<file path="config.mk">
export PLATFORM = sky130hd
export DESIGN_NAME = rf_wb_arbiter
export DESIGN_NICKNAME = d
export VERILOG_FILES = /design/src/rtl/rf_wb_arbiter.sv
export SDC_FILE = /design/constraint.sdc
export NUM_CORES = 1
export LEC_CHECK = 0
export CAP_MARGIN = 20
export CORE_ASPECT_RATIO = 0.5
export CORE_MARGIN = 1
export CORE_UTILIZATION = 34
export DETAILED_ROUTE_END_ITERATION = 12
export PLACE_DENSITY = 0.81
export SLEW_MARGIN = 20
export SYNTH_ARGS = -nofsm -noshare
export SYNTH_HDL_FRONTEND = slang
export SYNTH_SLANG_ARGS = --single-unit
</file>
<file path="constraint.sdc">
create_clock -name clk -period 2.5 [get_ports clk]
set_clock_uncertainty 0.2 [all_clocks]
set_input_delay 0.5 -clock clk [delete_from_list [all_inputs] [get_ports clk]]
set_output_delay 0.5 -clock clk [all_outputs]
set_load 0.02 [all_outputs]
</file>
<file path="src/rtl/rf_wb_arbiter.sv">
// Round-robin write-back arbiter for the register file write port, with an optional
// RAW-hazard scoreboard compiled in when RF_SCOREBOARD_EN is defined.
module rf_wb_arbiter #(
  parameter int NREQ = 3,
  parameter int AW   = 5,
  parameter int DW   = 32
) (
  input  logic               clk,
  input  logic               rst_n,
  input  logic [NREQ-1:0]    req_valid,
  input  logic [NREQ*AW-1:0] req_addr,
  input  logic [NREQ*DW-1:0] req_data,
  output logic [NREQ-1:0]    req_ready,
  output logic               rf_we,
  output logic [AW-1:0]      rf_waddr,
  output logic [DW-1:0]      rf_wdata,
  output logic [2:0]         gnt_id,
  input  logic               iss_valid,
  input  logic [AW-1:0]      iss_rd,
  input  logic [AW-1:0]      chk_rs1,
  input  logic [AW-1:0]      chk_rs2,
  output logic               busy1,
  output logic               busy2
);

  logic [2:0]      ptr;
  logic            found;
  logic [2:0]      win_id;
  logic [NREQ-1:0] win_onehot;
  logic [AW-1:0]   win_addr;
  logic [DW-1:0]   win_data;
  logic            accept;

  // Two passes: requesters at or above ptr first, then wrap around from 0.
  // NOTE: every output of a combinational block gets a default first, so no path
  // leaves a signal unassigned and no latch is inferred.
  always_comb begin
    found      = 1'b0;
    win_id     = '0;
    win_onehot = '0;
    win_addr   = '0;
    win_data   = '0;
    for (int i = 0; i < NREQ; i++) begin
      if (!found && req_valid[i] && (i >= int'(ptr))) begin
        found         = 1'b1;
        win_id        = 3'(i);
        win_onehot[i] = 1'b1;
        win_addr      = req_addr[i*AW +: AW];
        win_data      = req_data[i*DW +: DW];
      end
    end
    for (int i = 0; i < NREQ; i++) begin
      if (!found && req_valid[i]) begin
        found         = 1'b1;
        win_id        = 3'(i);
        win_onehot[i] = 1'b1;
        win_addr      = req_addr[i*AW +: AW];
        win_data      = req_data[i*DW +: DW];
      end
    end
  end

  // The grant is masked by reset so no transfer can be seen while rst_n is low.
  assign req_ready = rst_n ? win_onehot : '0;
  assign accept    = found & rst_n;

  // NOTE: sequential state uses non-blocking assignments so every register samples
  // the pre-edge values, independent of statement order.
  always_ff @(posedge clk or negedge rst_n) begin
    if (!rst_n) begin
      rf_we    <= 1'b0;
      rf_waddr <= '0;
      rf_wdata <= '0;
      gnt_id   <= '0;
      ptr      <= '0;
    end else begin
      // Writes to x0 complete the handshake but never reach the register file.
      rf_we <= accept && (win_addr != '0);
      if (accept) begin
        rf_waddr <= win_addr;
        rf_wdata <= win_data;
        gnt_id   <= win_id;
        ptr      <= (win_id == 3'(NREQ-1)) ? 3'd0 : win_id + 3'd1;
      end
    end
  end

`ifdef RF_SCOREBOARD_EN
  localparam int NREG = 1 << AW;

  logic [NREG-1:0] busy;
  logic [NREG-1:0] busy_nxt;

  // Clear comes from the registered write, i.e. the edge on which the file commits;
  // a same-edge issue to that register is applied last so the new producer wins.
  always_comb begin
    busy_nxt = busy;
    if (rf_we) busy_nxt[rf_waddr] = 1'b0;
    if (iss_valid && (iss_rd != '0)) busy_nxt[iss_rd] = 1'b1;
    busy_nxt[0] = 1'b0;
  end

  // NOTE: the busy vector is plain flops, not a RAM, so it can and must be cleared
  // by reset; in-flight writes are dropped on reset and nothing would ever clear it.
  always_ff @(posedge clk or negedge rst_n) begin
    if (!rst_n) busy <= '0;
    else        busy <= busy_nxt;
  end

  assign busy1 = busy[chk_rs1];
  assign busy2 = busy[chk_rs2];
`else
  logic unused_sb;
  assign unused_sb = ^{iss_valid, iss_rd, chk_rs1, chk_rs2};
  assign busy1     = 1'b0;
  assign busy2     = 1'b0;
`endif

endmodule

</file>
==> metrics.txt, run 1 <==
GRT met3 Usage=0.03477; leak pwr=1.787 nW; Req. time, crit path=1.80 ns; WHS=about 0.27 ns; Final Setup Violations=0; Yosys cell types=36; vias per cell=5.480; Fmax achieved=411.8 MHz; CTS sink count=43; largest net degree at the start of global routing=45; Area contributors post-synth=dfrtp_1, a222oi_1, nand2_1; GP Congestion=0.8793; status=finished clean; Cell Area, Synth=2350 sq um; Ports=178; met1 Use GR=0.2545; Total Routing Usage GR=0.2298; detailed-route wire length per cell=16.65 um; vias post-DR=2773; critical path class=in -> out; crit path DAT=between 1.5 and 2 ns; fin crit share=0.9713; Non-Filler Instances=506; Mapped Avg Cell Area=around 9.3 sq um; most frequent cell after synthesis=nand2_1; Max-Cap Viols=0; Synth area leader=dfrtp_1; number of synthesized flops with an enable pin=0; fin area=between 4000 and 5000 sq um; Post-DP Area=between 4000 and 5000 sq um; Placed Cells=498; IO buf count=158; Crit. End Element=output pin; area share of the largest cell type after synthesis=0.4579; die area=7268 sq um; Design Power=approximately 0.0026 W; CTS root buf=clkbuf_16; H-Tree Depth=2; Power Density=607.0 nW/um^2; type of origin of the critical path=primary input; CTS tree=built; flops & latches, synth=43; Mapped Cells=approximately 250; Post-DRT Antenna Nets=0; GR peak layer=met2; layout cell share with drive strength beyond 1=0.1100; initial antenna violation count=0; sequential area share after synthesis=0.4579; clk buf depth=2; initial core utilization=0.3697; CTS buffer count=5; VDD IR max=around 310 uV; CORE AREA=6356 sq um; RSZ-0062 raised after global routing=no; Hold Path Class=reg -> reg; drt pass-1 iters=8; residual DRC count=0; async set or reset register ratio after synthesis=1.000; Antenna Cells=0; Post-synth top cells=nand2_1, dfrtp_1, a222oi_1, o21ai_0, o21ai_1; Max Slew Vio Count=0; chip height=60.79 um; register-to-register setup slack=0.32 ns; Synth Flop Type=dfrtp_1; first-pass GRT wire length=around 13000 um; Clock transition at path regs=0.06 ns; total grt overflow=0; Post-Route WL=8425 um; Filler cells=504; final hold vios=0; clk_lat worst skew=0.27 ns; vias in the first global route=2755; layout net count=550; min Tclk post-route=between 2 and 2.5 ns; worst-path fanout max=7; DRT iter0 DRCs=between 200 and 300; YS warnings=0; Final Util=0.6732; area grow syn2layout=82.11%; met2 Track Usage GR=0.4608; Rows=20; Post-DP HPWL=between 6000 and 7000 um; Die Wd=between 100 and 150 um
## power by group
| group | switching, W | internal, W | total, W |
|---|---|---|---|
| Combinational | 0.000528 | 0.000563 | 0.00109 |
| Clock | 0.000232 | 0.000389 | 0.000621 |
| Sequential | 0.0000641 | 0.000821 | 0.000885 |
| Total | 0.000825 | 0.00177 | 0.00260 |
## area by class of cell
| type | count | area, sq um | share of cell area |
|---|---|---|---|
| inverters | 8 | 30.03 | 0.007018 |
| clock buffers | 6 | 138.9 | 0.03246 |
| multi-input cells | 178 | 1134 | 0.2649 |
| repair buffers | 182 | 1785 | 0.4173 |
| clock inverters | 1 | 5.005 | 0.001170 |
| flip-flops and latches | 43 | 1076 | 0.2515 |
| well taps | 88 | 110.1 | 0.02573 |
## metrics by stage
stage / setup TNS, ns / setup slack [ns]
after CTS: 0 / 0.03496
after detailed placement: -8.979 / -0.6413
final: 0 / 0.07177
after global routing: 0 / 0.003470
after floorplan: 0 / 0.2044
after global placement: -4.538 / -0.6071
## kinds of logic (layout without fill, tap and decap cells)
kind of cell	Yosys count	after routing	share of synthesized area
flip-flops	43	43	0.4579
multiplexers	2	2	0.009584
AO/OA/AOI/OAI	103	103	0.3104
buffers and inverters	34	197	0.07774
other	1	3	0.001596
AND/OR/NAND/NOR	70	70	0.1427
## per-layer routing
layer	routed length (um)	vias up
met3	377	17
li1	-	1290
met4	150	0
met2	4591	101
met1	3306	1365
met5	0	-
## final timing paths
| check | depth (start not counted) | end | startpoint |
|---|---|---|---|
| max | 7 | req_ready[0] | req_valid[1] |
| min | 1 | gnt_id[1] | gnt_id[1] |
| max reg2reg | 9 | rf_we | ptr[0] |
| min reg2reg | 1 | gnt_id[1] | gnt_id[1] |
| max in group asynchronous | 3 | rf_wdata[21] | rst_n |
| min in group asynchronous | 2 | ptr[2] | rst_n |
## sequential cells by signal, indices dropped and copies added (netlist names)
signal and flops:
rf_wdata 32, rf_waddr 5, ptr 3, gnt_id 2
rf_we 1
## layout by cell type, fill, tap and decap left out, types with 6 or more instances in the layout
master,instances
a21oi_1,6
o21ai_1,19
nand2_1,45
dfrtp_1,43
a222oi_1,32
clkdlybuf4s50_1,151
inv_1,8
o21ai_0,25
nor2_1,6
buf_4,21
## timing repair
action	4_1_cts	5_1_grt
buffers inserted	0	0
endpoints found under the hold margin	2	0
hold buffers	1	0
resized for setup	24	3
setup endpoints to repair	4	1
pin swaps	3	0
## critical path, cell delays in order
cell           delay (ns)
dlygate4sd2_1        0.24
buf_6                0.14
o21ai_1              0.08
mux2_2               0.27
o21a_1               0.18
and2_1               0.17
buf_4                0.15
Note: power is estimated with default switching activity, not from simulation.
==> run 2, diff against run 1 <==
- CORE_UTILIZATION: 34 -> 31
- PLACE_DENSITY: 0.81 -> 0.78
- clock period: 2.5 -> 2.2 ns (I/O delays scaled with it)
==> run 2 against run 1 <==
  * The flow now finishes with violations (setup timing)
  * Cell area rose by 2.4%
  * Total power rose by 14%
  * Non-clock buffer count rose by 9
  * Setup slack got worse by 0.20 ns
  * Sequential share of layout area fell by 0.60 points
  * Critical path depth fell by 1
  * Register-to-register slack got worse by 0.29 ns
  * Hold slack improved by 0.0016 ns
  * Clock power rose by 9.3%
  * Count of clock-buffer cells in the layout did not move
  * Highest routed layer unchanged
==> metrics.txt, run 2 (synthesis results as in run 1) <==
RSZ-0062 raised after global routing=yes; Critical R2R Launch=ptr[0]; CTS root buf=clkbuf_16; first-pass GRT wire length=12610 um; met2 WL=roughly 4300 um; Max-Cap Viols=0; most frequent cells in the layout=clkdlybuf4s50_1, nand2_1, dfrtp_1; min Tclk post-route=about 2.3 ns; Top reg by flops=rf_wdata; die area=~8000 sq um; status=finished, violations left; top flop regs=rf_wdata: 32 flops, rf_waddr: 5 flops, ptr: 3 flops; commonest non-fill, non-tap cell in the layout=clkdlybuf4s50_1; layout net count=roughly 560; drt pass-1 iters=6; clk_lat worst skew=~0.28 ns; vias per cell=5.111; H-Tree Depth=2; CP Launch Point=ptr[0]; detailed-route wire length per cell=approximately 16 um; Non-Filler Instances=approximately 520; clk buf depth=2; top routing layer used=met4; DRT iter0 DRCs=297; slowest CP cell=dfrtp_1; Post-DRT Antenna Nets=0; Total Routing Usage GR=0.2044; Final Setup Violations=3; CP most frequent cell=buf_6; Hold Path Class=reg -> reg; worst-path fanout max=5; critical path class=reg -> out; Die Wd=~130 um; r2r endpoint=rf_we; Antenna Cells=0; CORE AREA=7322 sq um; residual DRC count=0; vias post-DR=2668; Post-Route WL=8371 um; failing checks=setup timing; final hold vios=0; CTS sink count=43; CP endpoint=req_ready[0]; Max Slew Vio Count=0; total grt overflow=0; Power Density=676.3 nW/um^2; Crit. End Element=output pin; initial antenna violation count=0; Post-DP HPWL=roughly 6100 um; Fmax achieved=approximately 430 MHz; wire length on met1=3487 um; VDD IR max=about 340 uV; Design Power=0.002964 W; area grow syn2layout=86.53%; Setup WS post-layout=-0.1291 ns; Placed Cells=just over 500; type of origin of the critical path=register; leak pwr=1.829 nW; max reg flops=32; GP Congestion=0.8788; R2R depth=10; CTS tree=built; layout cell share with drive strength beyond 1=0.1502; Setup TNS Final=-0.2833 ns; crit path cell chain=buf_6 > nand2b_4 > mux2_4 > o21a_1 > and2_4 > buf_6; Req. time, crit path=1.56 ns; IO buf count=158; register-to-register setup slack=0.03 ns; Clock transition at path regs=around 0.050 ns; Rows=22; fin crit share=1.059; crit path DAT=1.69 ns; Critical Path Max Stage Delay=approximately 0.41 ns; vias in the first global route=roughly 2.5k; largest net degree at the start of global routing=51; chip height=63.56 um; initial core utilization=0.3209; CTS buffer count=5; metal3 WL=459 um; Ports=178
[run 2: metal layers]
| layer | up-vias | GRT usage |
|---|---|---|
| li1 | 1310 | - |
| met1 | 1253 | 0.2501 |
| met2 | 87 | 0.3596 |
| met3 | 18 | 0.04673 |
| met4 | 0 | 0.06402 |
| met5 | - | 0 |
[run 2: worst min path at each step]
stage                       startpoint           end  slack (ns)  depth (start not counted)
after global routing      rf_wdata[18]  rf_wdata[18]        0.30                          2
final                      rf_wdata[7]   rf_wdata[7]        0.28                          2
after global placement           rst_n   rf_waddr[3]        0.08                          1
after CTS                    gnt_id[1]     gnt_id[1]        0.28                          1
after floorplan                  rst_n     gnt_id[0]       -0.06                          0
after detailed placement         rst_n   rf_waddr[3]        0.08                          1
[run 2: area by class of cell]
class | instances | area (sq um)
sequential | 43 | 1076
inverter | 8 | 30.03
fill | 635 | 2939
clock buffer | 6 | 128.9
multi-input combinational | 178 | 1174
tap | 96 | 120.1
timing repair buffer | 191 | 1854
[run 2: stage by stage]
step	setup slack [ns]	instance area (sq um)	hold slack [ns]	utilization
after detailed placement	-0.8150	4145	0.07918	0.5661
final	-0.1291	4383	0.2760	0.5986
after floorplan	0.02438	2357	-0.05559	-
after CTS	-0.1318	4332	0.2785	0.5916
after global placement	-0.8111	4145	0.08269	0.5661
after global routing	-0.1758	4383	0.3036	0.5986
[run 2: worst max-delay path, delay by kind of cell, from the launching register on]
| family | cells | cell delay (ns) |
|---|---|---|
| mux | 1 | 0.25 |
| compound gates | 1 | 0.19 |
| buf+inv | 2 | 0.26 |
| flops | 1 | 0.41 |
| simple gates | 2 | 0.30 |
[run 2: repair_timing]
item / 4_1_cts / 5_1_grt
gates resized for setup: 31 / 16
setup buffers: 2 / 1
endpoints found under the hold margin: 5 / 0
pin swaps: 5 / 3
cloned: 0 / 0
hold buffers: 1 / 0
setup endpoints to repair: 40 / 34
[run 2: report_power, final]
part	switching, W	leakage, nW	internal [W]	total [W]
combinational	0.000608	1.22	0.000673	0.00128
clock	0.000272	0.0628	0.000408	0.000679
sequential	0.0000709	0.542	0.000933	0.00100
